$ cat src/rtl/usb_buf_pkg.sv
// Shared types and sizing for the USB packet data buffer.
// DEPTH must stay a power of two so the pointers wrap for free.
package usb_buf_pkg;

    localparam int DEPTH  = 64;
    localparam int ADDR_W = $clog2(DEPTH);
    localparam int OCC_W  = ADDR_W + 1;

    typedef enum logic [2:0] {
        IDLE     = 3'd0,
        TX_FILL  = 3'd1,
        TX_DRAIN = 3'd2,
        RX_FILL  = 3'd3,
        RX_DRAIN = 3'd4
    } buf_state_t;

endpackage

$ cat src/rtl/usb_buf_ram.sv
// DEPTH x 8 flop array: one write port, one combinational read port.
// The array resets to zero, so reads are defined straight out of reset.
module usb_buf_ram
    import usb_buf_pkg::*;
(
    input  logic              clk,
    input  logic              n_rst,
    input  logic              we,
    input  logic [ADDR_W-1:0] waddr,
    input  logic [7:0]        wdata,
    input  logic [ADDR_W-1:0] raddr,
    output logic [7:0]        rdata
);

    logic [7:0] mem [DEPTH];

    always_ff @(posedge clk or negedge n_rst) begin
        if (!n_rst) begin
            for (int i = 0; i < DEPTH; i++) begin
                mem[i] <= '0;
            end
        end else if (we) begin
            mem[waddr] <= wdata;
        end
    end

    assign rdata = mem[raddr];

endmodule

$ cat src/rtl/usb_data_buffer_ctrl.sv
// Packet buffer shared by the AHB slave and the USB TX/RX engines.
// An ownership FSM decides which side may write or read the buffer.
//
//   state    | meaning
//   IDLE     | empty, unowned; the first write claims it
//   TX_FILL  | AHB filling a TX packet
//   TX_DRAIN | USB TX engine reading the packet out
//   RX_FILL  | USB RX engine filling a received packet
//   RX_DRAIN | AHB reading the received packet out
module usb_data_buffer_ctrl
    import usb_buf_pkg::*;
(
    input  logic             clk,
    input  logic             n_rst,
    input  logic             clear,
    input  logic             store_tx_data,
    input  logic [7:0]       tx_data,
    input  logic             get_rx_data,
    output logic [7:0]       rx_data,
    input  logic             store_rx_packet_data,
    input  logic [7:0]       rx_packet_data,
    input  logic             get_tx_packet_data,
    output logic [7:0]       tx_packet_data,
    output logic [OCC_W-1:0] buffer_occupancy,
    output logic             buffer_full,
    output logic             buffer_empty,
    output logic             overflow_err,
    output logic             underflow_err,
    output logic             conflict_err
);

    buf_state_t        state, state_next;
    logic [ADDR_W-1:0] wptr, rptr;
    logic [OCC_W-1:0]  occ, occ_next;
    logic              wr_ahb, wr_usb, rd_ahb, rd_usb;
    logic              wr_ok, rd_ok;
    logic              ovf, unf, cfl;
    logic [7:0]        rdata;

    assign buffer_full  = (occ == OCC_W'(DEPTH));
    assign buffer_empty = (occ == '0);
    assign wr_ok        = wr_ahb | wr_usb;
    assign rd_ok        = rd_ahb | rd_usb;
    assign occ_next     = occ + OCC_W'(wr_ok) - OCC_W'(rd_ok);

    always_comb begin
        state_next = state;
        wr_ahb     = 1'b0;
        wr_usb     = 1'b0;
        rd_ahb     = 1'b0;
        rd_usb     = 1'b0;
        ovf        = 1'b0;
        unf        = 1'b0;
        cfl        = 1'b0;
        if (!clear) begin
            case (state)
                IDLE: begin
                    unf = get_rx_data | get_tx_packet_data;
                    if (store_rx_packet_data) begin
                        wr_usb     = 1'b1;
                        cfl        = store_tx_data;
                        state_next = RX_FILL;
                    end else if (store_tx_data) begin
                        wr_ahb     = 1'b1;
                        state_next = TX_FILL;
                    end
                end
                TX_FILL: begin
                    cfl = store_rx_packet_data | get_rx_data;
                    if (store_tx_data) begin
                        ovf    = buffer_full;
                        wr_ahb = !buffer_full;
                    end
                    if (get_tx_packet_data) begin
                        unf    = buffer_empty;
                        rd_usb = !buffer_empty;
                        if (!buffer_empty) state_next = TX_DRAIN;
                    end
                end
                TX_DRAIN: begin
                    cfl = store_tx_data | store_rx_packet_data | get_rx_data;
                    if (get_tx_packet_data) begin
                        unf    = buffer_empty;
                        rd_usb = !buffer_empty;
                    end
                end
                RX_FILL: begin
                    cfl = store_tx_data | get_tx_packet_data;
                    if (store_rx_packet_data) begin
                        ovf    = buffer_full;
                        wr_usb = !buffer_full;
                    end
                    if (get_rx_data) begin
                        unf    = buffer_empty;
                        rd_ahb = !buffer_empty;
                        if (!buffer_empty) state_next = RX_DRAIN;
                    end
                end
                RX_DRAIN: begin
                    cfl = store_tx_data | store_rx_packet_data | get_tx_packet_data;
                    if (get_rx_data) begin
                        unf    = buffer_empty;
                        rd_ahb = !buffer_empty;
                    end
                end
                default: state_next = IDLE;
            endcase
            // Any read that empties the buffer releases ownership, so a
            // fill state read of the last byte cannot strand a drain state.
            if (rd_ok && occ_next == '0) state_next = IDLE;
        end
    end

    always_ff @(posedge clk or negedge n_rst) begin
        if (!n_rst) begin
            state         <= IDLE;
            wptr          <= '0;
            rptr          <= '0;
            occ           <= '0;
            overflow_err  <= 1'b0;
            underflow_err <= 1'b0;
            conflict_err  <= 1'b0;
        end else begin
            overflow_err  <= ovf;
            underflow_err <= unf;
            conflict_err  <= cfl;
            if (clear) begin
                state <= IDLE;
                wptr  <= '0;
                rptr  <= '0;
                occ   <= '0;
            end else begin
                state <= state_next;
                occ   <= occ_next;
                if (wr_ok) wptr <= wptr + ADDR_W'(1);
                if (rd_ok) rptr <= rptr + ADDR_W'(1);
            end
        end
    end

    usb_buf_ram u_ram (
        .clk   (clk),
        .n_rst (n_rst),
        .we    (wr_ok),
        .waddr (wptr),
        .wdata (wr_usb ? rx_packet_data : tx_data),
        .raddr (rptr),
        .rdata (rdata)
    );

    assign rx_data          = rdata;
    assign tx_packet_data   = rdata;
    assign buffer_occupancy = occ;

endmodule

$ cat config.mk
export PLATFORM = sky130hd
export DESIGN_NAME = usb_data_buffer_ctrl
export DESIGN_NICKNAME = d
export VERILOG_FILES = /design/src/rtl/usb_buf_pkg.sv /design/src/rtl/usb_buf_ram.sv /design/src/rtl/usb_data_buffer_ctrl.sv
export SDC_FILE = /design/constraint.sdc
export NUM_CORES = 1
export LEC_CHECK = 0
export BUFFER_PORTS_ARGS = -buffer_cell sky130_fd_sc_hd__buf_4
export CORE_MARGIN = 8
export CORE_UTILIZATION = 60
export CTS_BUF_LIST = sky130_fd_sc_hd__clkbuf_16
export CTS_CLUSTER_DIAMETER = 30
export DETAILED_ROUTE_END_ITERATION = 12
export PLACE_DENSITY = 0.77
export REMOVE_ABC_BUFFERS = 1
export SYNTH_ARGS = -nofsm -noshare
export SYNTH_HDL_FRONTEND = slang
export SYNTH_SLANG_ARGS = --single-unit
$ cat constraint.sdc
create_clock -name clk -period 5.6 [get_ports clk]
set_input_delay 1.12 -clock clk [delete_from_list [all_inputs] [get_ports clk]]
set_output_delay 1.12 -clock clk [all_outputs]
set_load 0.01 [all_outputs]
; Word level (Yosys, flattened, before mapping)
; Index checks and enable logic that the tools add are counted.
[totals]
wordCells = 159
in_bits = 23
regBits = 537
output_inout_bits = 28
[op_classes]
eq_ne = 11
magnitude_cmp = 3
reduce_logical = 13
n_bitwise = 10
n_addsub = 4
muxes = 47
[op_table]
columns = op, count
row1 = bitwise mux 512 bit, 1
row2 = binary-select mux 8 bit (select 6 bit), 1
row3 = demux 8 bit (select 6 bit), 1
row4 = two-way mux 8 bit, 4
row5 = two-way mux 3 bit, 8
row6 = two-way mux 6 bit, 4
row7 = two-way mux 1 bit, 21
row8 = "!= test 4 bit, second input constant", 4
row9 = ">= comparator 7 bit, second input constant", 2
row10 = zero test 7 bit, 2
row11 = NOT 6 -> 7 bit, 2
row12 = "adder 6 x 1 -> 6 bit, second input constant", 2
row13 = case mux 3 bit (4 select lines), 1
row14 = bitwise OR 1 bit, 8
row15 = adder 7 x 1 -> 7 bit, 1
row16 = "equality test 7 bit, second input constant", 1
row17 = "less-than comparator 7 x 1 -> 1 bit, second input constant", 1
row18 = two-way mux 7 bit, 1
row19 = subtractor 7 x 1 -> 7 bit, 1
row20 = "equality test 3 x 2 -> 1 bit, second input constant", 2
row21 = case mux 1 bit (2 select lines), 3
row22 = AND reduction 6 bit, 1
row23 = OR reduction 2 bit, 3
row24 = "!= test 5 bit, second input constant", 1
row25 = 9 further kinds, 12

; Depth between registers and ports, before layout
; Gate-level depths: netlist of run 1.
[depth]
word_depth = 12
mapped_depth = 18
ltp_nobuf = 17

; By module
; Synthesis of run 1 repeated with hierarchy kept, for this count alone.
[unflattened]
cells_unflattened = 1717
hier_area_um2 = 25557.0
[by_module_without_submodules]
columns = mod, cells_each, area_per_inst_um2, seq_area_each_um2, instances
row1 = usb_buf_ram, 1499, 23596.4, 12812.3, 1
row2 = usb_data_buffer_ctrl, 218, 1960.6, 625.6, 1

; Worst setup path after synthesis of run 1
; Ideal clock, no wire load.
[synth_path]
path_kind = input to register
startpoint = input get_rx_data
endpoint = register state[1]
n_path_buf = 1
path_stages = 16
t_required_ps = 5478
setup_time_ps = 122
slack_ps = 1609
t_arrival_ps = 3869
path_cell_list = clkbuf_1 mux2i_1 nor3b_1 o21ai_1 nor2_1 ha_1 inv_1 ha_1 inv_1 fa_1 nor2b_1 o31ai_1 xor2_1 nor4bb_1 nand3_1 a32o_1
[synth_between]
elab_chain_cells = 9
word_cells_on_any_way = 16
cone_classes = 1 x add/sub / 6 x eq/ne / 5 x mux / 1 x bitwise / 3 x reduce/logical
[synth_lines]
columns = element, line_no
row1 = start: declaration, usb_data_buffer_ctrl.sv:18  ; input logic get_rx_data,
row2 = two-way mux 1 bit, "usb_data_buffer_ctrl.sv:93, usb_data_buffer_ctrl.sv:101"
row3 = two-way mux 1 bit, -
row4 = two-way mux 1 bit, usb_data_buffer_ctrl.sv:55  ; if (!clear) begin
row5 = bitwise OR 1 bit, usb_data_buffer_ctrl.sv:43  ; assign rd_ok = rd_ahb | rd_usb;
row6 = subtractor 7 x 1 -> 7 bit, usb_data_buffer_ctrl.sv:44  ; assign occ_next = occ + OCC_W'(wr_ok) - OCC_W'(rd_ok);
row7 = zero test 7 bit, usb_data_buffer_ctrl.sv:110  ; if (rd_ok && occ_next == '0) state_next = IDLE;
row8 = logical AND 1 bit, usb_data_buffer_ctrl.sv:110
row9 = "!= test 5 bit (no line), or another cell as far along", -
row10 = AND reduction 6 bit (no line) or two-way mux 3 bit (tied branches), -
row11 = end signal: assignment, usb_data_buffer_ctrl.sv:133  ; state <= state_next;
row12 = end: declaration, usb_data_buffer_ctrl.sv:32  ; buf_state_t state, state_next;
; Parallel ways exist; a longest one is shown, timed or not.
; A chain may end at the register's enable or synchronous reset.

; Final worst setup path of run 1
[layout_path]
startpoint = register rptr[0]
endpoint = output tx_packet_data[7]
[layout_between]
elab_chain_cells = 4
[layout_lines]
columns = element, line_no
row1 = start: declaration, usb_data_buffer_ctrl.sv:33  ; logic [ADDR_W-1:0] wptr, rptr;
row2 = start signal: assignment, usb_data_buffer_ctrl.sv:136  ; if (rd_ok) rptr <= rptr + ADDR_W'(1);
row3 = NOT 6 -> 7 bit (implied by the code), usb_buf_ram.sv:27  ; assign rdata = mem[raddr];
row4 = binary-select mux 8 bit (select 6 bit), usb_buf_ram.sv:27
row5 = two-way mux 8 bit (implied by the code) (2 in a row), usb_buf_ram.sv:27
row6 = end: declaration, usb_data_buffer_ctrl.sv:23  ; output logic [7:0] tx_packet_data,
; Every way passes these cells. The select of a mux whose other input is x is not followed.

==> results of run 1 <==
-- worst min-delay path, cell delays in order (launching register included) --
cell     delay [ps]
dfrtp_1         330
nand2_1          50
o21ai_0          60
-- cell usage after synthesis (4+ instances only) --
cell type and count:
nor3b_1 7, buf_4 11, a22oi_1 41, nor2_4 4, inv_1 16, xor2_1 10, nand2b_1 6, clkbuf_1 79
mux2i_1 11, nor2_1 34, buf_1 6, and3b_1 5, nand2_1 332, a21oi_1 5, mux2_2 212, mux4_2 128
dfrtp_1 537, clkbuf_2 21, xnor2_1 6, o21ai_0 291, mux2_4 12, nand3_1 44, ha_1 11, buf_6 16
buf_2 20, nor3_1 6, nor2b_1 6, nor2_2 24, a221oi_1 16, o221ai_1 8, a22o_1 16, o21ai_1 12
-- where the power goes --
part,total [mW],switching (mW),leakage [nW],internal (mW)
clock network,6.70,2.18,1.90,4.52
registers,4.15,0.137,7.46,4.02
logic,1.86,1.12,3.87,0.736
total,12.7,3.44,13.2,9.27
-- final timing paths --
path                            cells past startpoint                 to           start
min in group asynchronous                           1       conflict_err           n_rst
worst min register to register                      2     u_ram.mem[427]  u_ram.mem[427]
worst min-delay path                                2     u_ram.mem[427]  u_ram.mem[427]
max in group asynchronous                           2     u_ram.mem[213]           n_rst
worst max-delay path                                7  tx_packet_data[7]         rptr[0]
worst max register to register                     15           state[1]        state[1]
-- sequential cells by signal, summed over array words and instances, names as in the netlist --
register	count
buffer_occupancy	7
wptr	6
rptr	6
state	3
overflow_err	1
u_ram.mem	512
conflict_err	1
underflow_err	1
-- metrics by stage --
step / power [mW] / setup TNS (ps)
after CTS: 12.7 / 0
final: 12.7 / 0
after global placement: 5.98 / 0
after detailed placement: 6.04 / 0
after global routing: 13.1 / 0
after floorplan: 5.26 / -31420
-- layout make-up --
type	count	area (sq um)	share of cell area (%)
flip-flops and latches	537	13400	46.0
multi-input cells	1286	10500	35.9
clock buffers	116	2900	9.93
clock inverters	92	962	3.29
repair buffers	79	701	2.40
well taps	532	666	2.28
inverters	16	60.1	0.206
-- layer usage --
layer / up-vias / track usage, % / wire length, microns
met5: - / 0 / 0
met4: 0 / 13.8 / 2910
met3: 228 / 7.55 / 5910
met2: 880 / 46.7 / 33300
met1: 9083 / 36.8 / 26100
li1: 7296 / - / -
-- placed cells by master, fill, tap and decap left out, types with 16 or more instances in the layout --
cell	n
mux2_2	212
nor2_1	33
bufinv_16	17
nand3_1	44
inv_1	27
clkinv_2	16
nand2_1	332
buf_4	70
clkinv_1	16
clkbuf_16	116
a22oi_1	41
a22o_1	16
mux4_2	128
nor2_2	25
dfrtp_1	535
a221oi_1	16
o21ai_0	291
-- cells by family (layout without fill, tap and decap cells) --
| family | count (synthesis) | after routing |
|---|---|---|
| AOI/OAI and AO/OA | 405 | 405 |
| xor gates and xnor gates | 16 | 16 |
| adders and majority gates | 12 | 12 |
| buffers and inverters | 171 | 303 |
| DFF | 537 | 537 |
| muxes | 365 | 365 |
| and+or+nand+nor | 488 | 488 |
==> flow_summary_export.csv, run 1 <==
group,metric,value,unit
worst_setup_path,required,4480,ps
finish,layout-drive-gt1-share,31.2,%
global_route,grtUsageTotal,29.1,%
global_route,grt_pass1_vias,18880,
timing,clock.fmax,206,MHz
worst_setup_path,cp_top_family,"compound AO/OA/AOI/OAI gates",
timing,rsz0062_at_grt,"no",
yosys,synth_area_leaders,"dfrtp_1 (54%), mux4_2 (12%), mux2_2 (9.7%), o21ai_0 (5.9%), nand2_1 (5.0%)",
timing,fin_crit,4840,ps
worst_setup_path,cp.arrival,3720,ps
timing,setup-violations-final,0,
detailed_routing,post_drt_wl_per_cell,25.7,microns
finish,final_util,71.7,%
die,coreArea,40700,sq um
finish,antenna_cells,0,
die,dieArea,47900,sq um
detailed_routing,drtPass1Iterations,5,
clock_network,cts_root_buffer,"clkbuf_16",
global_route,grt_max_degree,135,
die,dieWidth,219,microns
worst_setup_path,crit_type,"flop to primary output",
detailed_routing,drt_iter0_markers,1858,
clock_network,cts_max_level,3,
detailed_routing,drcViolationCount,0,
timing,setup_ws,757,ps
yosys,yosysUniqueCellTypes,62,
placed_design,dpl.cell_count,2450,
yosys,synthFlopType,"dfrtp_1",
yosys,postSynth.asyncResetShare,100,%
die,rows,74,
finish,post-route-cell-area,29200,sq um
placed_design,place_area,25400,sq um
clock_network,cts_setup_buffers,0,
global_route,globalRouteOverflowTotal,0,
worst_setup_path,critPathSlowestCell,"dfrtp_4",
die,initial_core_util,60.7,%
run,maxCapViolations,0,
clock_network,clockBufferDepth,3,
worst_setup_path,cp_num_buf_inv,3,
min_path,hold_path_class,"flop to flop",
finish,instances_no_fill,2658,
clock_network,clkSlewWorstSetupHoldPaths,50,ps
clock_network,clk_latency,630,ps
yosys,synth_edf_count,0,
yosys,synth_warnings,0,
power,p_per_area,435,nW/um^2
finish,nFillCells,2523,
worst_setup_path,start_kind,"flop",
timing,worst_slew_pin_slew,1200,ps
placed_design,hpwl,38600,microns
worst_setup_path,max_stage_delay,700,ps
run_status,status,"finished, final reports clean",
detailed_routing,vias,17487,
yosys,synthMuxAreaShare,22.7,%
timing,drv_slew,0,
detailed_routing,viasPerCell,6.58,
clock_network,cts_sinks,537,
yosys,syn_avg_cell_area,12.4,sq um
yosys,synth_seq_cells,537,
yosys,synth_xor_area_share,0.567,%
clock_network,hold_buffers,0,
die,ios,51,
worst_setup_path,critPathMaxFanout,28,
worst_setup_path,endpoint_kind,"primary output",
timing,finalCritPeriodShare,86.5,%
worst_setup_path,crit_top_cell,"buf_12",
timing,whs,475,ps
finish,fin_nets,2067,
timing,hold_viol,0,
yosys,synth-simple-area-share,8.71,%
yosys,synth_compound_area_share,9.47,%
detailed_routing,ant_nets,0,
global_route,grt_pass1_wl,108000,microns
yosys,synthAdderAreaFrac,0.638,%
worst_setup_path,worstPathCellList,"buf_12 > buf_12 > mux4_2 > a22o_1 > a221oi_1 > o221ai_1 > buf_4",
yosys,synth_top_family_by_area,"multiplexers",
power,leakage,13.2,nW
placed_design,routabilityCongestion,0.871,
worst_setup_path,r2r_slack,1690,ps
yosys,ys_seq_area_share,54.4,%
yosys,synth_top_area_share,54.4,%
placed_design,io_buffers,50,
clock_network,post_cts_resized,0,
yosys,syn_area,24700,sq um
power,max-vdd-ir-drop,0.000269,V
timing,clock_skew,14.3,ps
die,die_h,219,microns
yosys,yosysTopAreaCell,"dfrtp_1",
timing,relSlewSlack,18.1,%
global_route,antenna_found_initial,0,
detailed_routing,wirelength,68200,microns
placed_design,dp_slack,1310,ps
clock_network,numCtsBuffers,112,
clock_network,cts_tree,"yes",
finish,syn2layout_area_growth,18.2,%
yosys,syn_inst,1994,
(Power assumes the default switching activity.)
==> run 2, diff against run 1 <==
Settings changed: CORE_UTILIZATION 60 to 65, PLACE_DENSITY 0.77 to 0.82.
==> run 2 against run 1 <==
- global-route usage is 2.3 points higher
- wire length is 0.76% higher
- highest routed layer unchanged
- critical path type unchanged
- largest power group unchanged
- worst setup slack worse by 140 ps
- clock skew is 14 ps higher
==> flow_summary_export.csv, run 2 (synthesis results as in run 1) <==
group,metric,value,unit
clock_network,clkSlewWorstSetupHoldPaths,50,ps
power,p_per_area,414,nW/um^2
global_route,grt_pass1_vias,18811,
timing,hold_viol,0,
worst_setup_path,critPathLaunch,"rptr[1]",
finish,syn2layout_area_growth,15.5,%
worst_setup_path,crit_type,"flop to primary output",
finish,final_cell_mix,"dfrtp_1 (535), nand2_1 (332), o21ai_0 (291), mux2_2 (212), mux4_2 (128)",
timing,tns,0,ps
clock_network,clockBufferDepth,3,
detailed_routing,drcViolationCount,0,
run_status,status,"finished, final reports clean",
timing,fin_crit,4980,ps
clock_network,numCtsBuffers,92,
power,leakage,12.9,nW
placed_design,dpl.cell_count,2430,
finish,antenna_cells,0,
placed_design,routabilityCongestion,0.896,
min_path,hold_path_class,"flop to flop",
finish,post-route-cell-area,28500,sq um
clock_network,cts_sinks,537,
detailed_routing,post_drt_wl_per_cell,26.4,microns
clock_network,hold_buffers,0,
die,dieArea,44500,sq um
run,maxCapViolations,0,
timing,setup-violations-final,0,
clock_network,cts_setup_buffers,0,
die,ios,51,
die,initial_core_util,65.8,%
finish,instances_no_fill,2603,
placed_design,io_buffers,50,
finish,layout-drive-gt1-share,30.8,%
finish,seq_area,13400,sq um
global_route,antenna_found_initial,1,
min_path,holdPathStages,2,
global_route,grt_max_degree,166,
global_route,globalRouteOverflowTotal,0,
detailed_routing,vias,17788,
worst_setup_path,start_kind,"flop",
worst_setup_path,cp.arrival,3860,ps
timing,drv_slew,0,
worst_setup_path,endpoint_kind,"primary output",
die,rows,71,
die,die_h,211,microns
clock_network,cts_max_level,3,
timing,rsz0062_at_grt,"no",
finish,final_common_cell,"dfrtp_1",
clock_network,post_cts_resized,0,
global_route,grt_pass1_wl,108000,microns
min_path,hp-start,"u_ram.mem[14]",
detailed_routing,ant_nets,0,
worst_setup_path,r2r_start,"state[1]",
finish,nFillCells,2048,
timing,relSlewSlack,31.0,%
detailed_routing,drt_iter0_markers,2041,
finish,top_register,"u_ram.mem",
clock_network,clk_latency,620,ps
timing,worst_slew_pin_slew,1030,ps
finish,final_util,75.9,%
die,dieWidth,211,microns
power,finalPower,11.8,mW
timing,clock.fmax,201,MHz
detailed_routing,wirelength,68800,microns
power,max-vdd-ir-drop,0.000235,V
finish,fin_nets,2048,
global_route,grtUsageTotal,31.4,%
detailed_routing,viasPerCell,6.83,
worst_setup_path,critPathMaxFanout,37,
worst_setup_path,r2r_slack,1400,ps
die,coreArea,37600,sq um
detailed_routing,drtPass1Iterations,6,
finish,largest_reg_flops,512,
worst_setup_path,r2r.worst_path.cells,15,
finish,multi_input_area,10500,sq um
timing,finalCritPeriodShare,89.0,%
placed_design,hpwl,39000,microns
clock_network,cts_tree,"yes",
timing,clock_skew,28.2,ps
clock_network,cts_root_buffer,"clkbuf_16",
worst_setup_path,required,4480,ps
placed_design,place_area,25300,sq um
-- run 2: worst max-delay path, stage by stage (launching register included) --
cell	delay (ps)
dfrtp_4	820
buf_4	510
mux4_2	410
a22oi_1	340
nand2_1	150
a22oi_1	440
o221ai_1	330
buf_4	240
-- run 2: worst paths after layout --
kind                             endpoint
max in group asynchronous  u_ram.mem[178]
max                            rx_data[4]
max reg2reg                      state[1]
min                         u_ram.mem[14]
min reg2reg                 u_ram.mem[14]
min in group asynchronous    conflict_err
-- run 2: power by group --
part | internal [mW] | total (mW) | leakage (nW) | switching [mW]
logic | 0.722 | 1.83 | 3.86 | 1.11
clock network | 3.72 | 5.81 | 1.59 | 2.08
registers | 4.01 | 4.17 | 7.46 | 0.157
total | 8.46 | 11.8 | 12.9 | 3.35
-- run 2: per-stage QoR --
| stage | setup WS [ps] | hold WS (ps) |
|---|---|---|
| floorplan | -1900 | 445 |
| global placement | 1340 | 456 |
| detailed placement | 1140 | 465 |
| CTS | 719 | 477 |
| global route | 537 | 498 |
| finish | 615 | 477 |
-- run 2: layout make-up --
| cell class | instances | share of cell area (%) |
|---|---|---|
| Sequential cell | 537 | 47.1 |
| Timing Repair Buffer | 80 | 2.35 |
| Inverter | 16 | 0.210 |
| Tap cell | 511 | 2.24 |
| Clock inverter | 77 | 2.95 |
| Clock buffer | 96 | 8.42 |
| Multi-Input combinational cell | 1286 | 36.7 |
-- run 2: layer usage --
metal | vias up | part of all wire (%) | global-route usage (%)
met5 | - | 0 | 0
met4 | 0 | 5.6 | 17.8
met3 | 289 | 9.7 | 7.82
met2 | 1105 | 48 | 49.2
met1 | 9127 | 37 | 39.9
li1 | 7267 | - | -
==> run 3, diff against run 2 <==
Settings changed: CORE_ASPECT_RATIO from default to 1.1.
==> run 3 against run 2 <==
- fmax rose by 1.0%
- combinational power barely moved
- highest routed layer unchanged
- sequential cell count did not move
==> flow_summary_export.csv, run 3 (synthesis results as in run 1) <==
group,metric,value,unit
finish,final_util,75.4,%
worst_setup_path,max_stage_delay,800,ps
finish,seq_area,13400,sq um
worst_setup_path,start_kind,"flop",
power,switching_share,28.1,%
run,maxCapViolations,0,
die,dieWidth,202,microns
detailed_routing,vias,17881,
clock_network,hold_buffers,0,
global_route,antenna_found_initial,0,
finish,post-route-cell-area,28500,sq um
detailed_routing,viasPerCell,6.90,
power,finalPower,11.8,mW
clock_network,clkSlewWorstSetupHoldPaths,50,ps
power,p_per_area,412,nW/um^2
detailed_routing,ant_nets,0,
power,max-vdd-ir-drop,0.000276,V
timing,clock_skew,22.9,ps
power,seqPwrFrac,35.5,%
detailed_routing,drt_iter0_markers,2092,
global_route,grt_pass1_wl,111000,microns
global_route,grt_pass1_vias,19078,
die,die_h,221,microns
timing,clock.fmax,203,MHz
power,clockPowerShare,48.8,%
timing,setup-violations-final,0,
die,ios,51,
global_route,busiest_layer,"met2",
timing,rsz0062_at_grt,"no",
power,internal-power,8.45,mW
clock_network,clockBufferDepth,3,
timing,relSlewSlack,26.7,%
power,leakage,12.9,nW
global_route,grt_max_degree,120,
clock_network,cts_tree,"yes",
timing,tns,0,ps
finish,multi_input_area,10500,sq um
finish,instances_no_fill,2591,
placed_design,place_area,25300,sq um
finish,final_common_cell,"dfrtp_1",
timing,whs,474,ps
finish,layout-drive-gt1-share,30.2,%
worst_setup_path,r2r_slack,1390,ps
clock_network,numCtsBuffers,93,
die,coreArea,37800,sq um
timing,worst_slew_pin_slew,1100,ps
timing,fin_crit,4940,ps
die,dieArea,44500,sq um
timing,hold_viol,0,
global_route,grtUsageMet3,7.94,%
finish,largest_reg_flops,512,
worst_setup_path,endpoint_kind,"primary output",
finish,fin_nets,2048,
finish,top_register,"u_ram.mem",
clock_network,post_cts_resized,0,
worst_setup_path,crit_top_cell,"a22oi_1",
timing,finalCritPeriodShare,88.1,%
detailed_routing,post_drt_wl_per_cell,27.4,microns
global_route,use_met1,40.0,%
placed_design,dpl.cell_count,2418,
worst_setup_path,crit_type,"flop to primary output",
clock_network,clk_latency,620,ps
worst_setup_path,cp.arrival,3820,ps
run_status,status,"finished, final reports clean",
placed_design,routabilityCongestion,0.863,
power,comb_power_share,15.8,%
finish,final_cell_mix,"dfrtp_1 (535), nand2_1 (332), o21ai_0 (291), mux2_2 (212), mux4_2 (128)",
clock_network,cts_setup_buffers,0,
clock_network,cts_root_buffer,"clkbuf_16",
timing,setup_ws,665,ps
finish,nFillCells,2072,
clock_network,cts_sinks,537,
detailed_routing,drcViolationCount,0,
detailed_routing,wirelength,70900,microns
timing,drv_slew,0,
placed_design,dp_slack,1170,ps
detailed_routing,drtPass1Iterations,6,
min_path,hold_path_class,"flop to flop",
placed_design,io_buffers,50,
finish,syn2layout_area_growth,15.3,%
power,netSwitchingPower,3.31,mW
clock_network,cts_max_level,3,
die,initial_core_util,65.3,%
worst_setup_path,critPathMaxFanout,28,
placed_design,hpwl,39100,microns
global_route,use_met2,51.6,%
worst_setup_path,required,4480,ps
worst_setup_path,critPathSlowestCell,"dfrtp_4",
global_route,grtUsageTotal,32.5,%
global_route,globalRouteOverflowTotal,0,
die,rows,75,
worst_setup_path,worstPathCellList,"buf_12 > mux4_2 > a22oi_1 > nand2_1 > a22oi_1 > o221ai_1 > buf_4",
[run 3: cell types whose count changed in the layout (fill, tap and decap cells not counted), sizes merged]
| cell | change |
|---|---|
| buf | -1 |
| bufinv | +1 |
| clkbuf | -1 |
| clkinv | -1 |
| clkinvlp | -3 |
| diode | +1 |
| inv | +3 |
[run 3: area by class of cell]
type | instances | share of cell area [%]
Antenna cell | 1 | 0.00878
Sequential cell | 537 | 47.2
Inverter | 16 | 0.211
Timing Repair Buffer | 79 | 2.46
Clock buffer | 95 | 8.34
Clock inverter | 77 | 2.79
Multi-Input combinational cell | 1286 | 36.8
Tap cell | 500 | 2.20
[run 3: final timing paths]
| check | start | end | depth (start not counted) |
|---|---|---|---|
| max in group asynchronous | n_rst | u_ram.mem[421] | 2 |
| setup reg to reg | state[1] | state[1] | 15 |
| setup / recovery | rptr[0] | tx_packet_data[3] | 7 |
| hold / removal | u_ram.mem[384] | u_ram.mem[384] | 2 |
| hold reg to reg | u_ram.mem[384] | u_ram.mem[384] | 2 |
| min in group asynchronous | n_rst | u_ram.mem[334] | 1 |
[run 3: metal layers]
metal	vias up	routed length [microns]	part of all wire, %
met5	-	0	0
met4	0	4620	6.5
met3	388	7110	10
met2	1243	33900	48
met1	9012	25300	36
li1	7238	-	-
[run 3: power by group through the flow]
stage | Combinational (mW) | Clock [mW] | Sequential (mW)
final | 1.85 | 5.73 | 4.17
after global routing | 1.96 | 5.92 | 4.19
after global placement | 1.74 | 0 | 4.22
after CTS | 1.82 | 5.73 | 4.17
after floorplan | 0.931 | 0 | 4.33
after detailed placement | 1.77 | 0 | 4.23
[run 3: critical path: cells and delay by family (launching register included)]
kind,cells,cell delay [ps]
AO/OA/AOI/OAI,3,1110
flip-flops,1,800
buffers and inverters,2,530
multiplexers,1,530
AND/OR/NAND/NOR,1,150
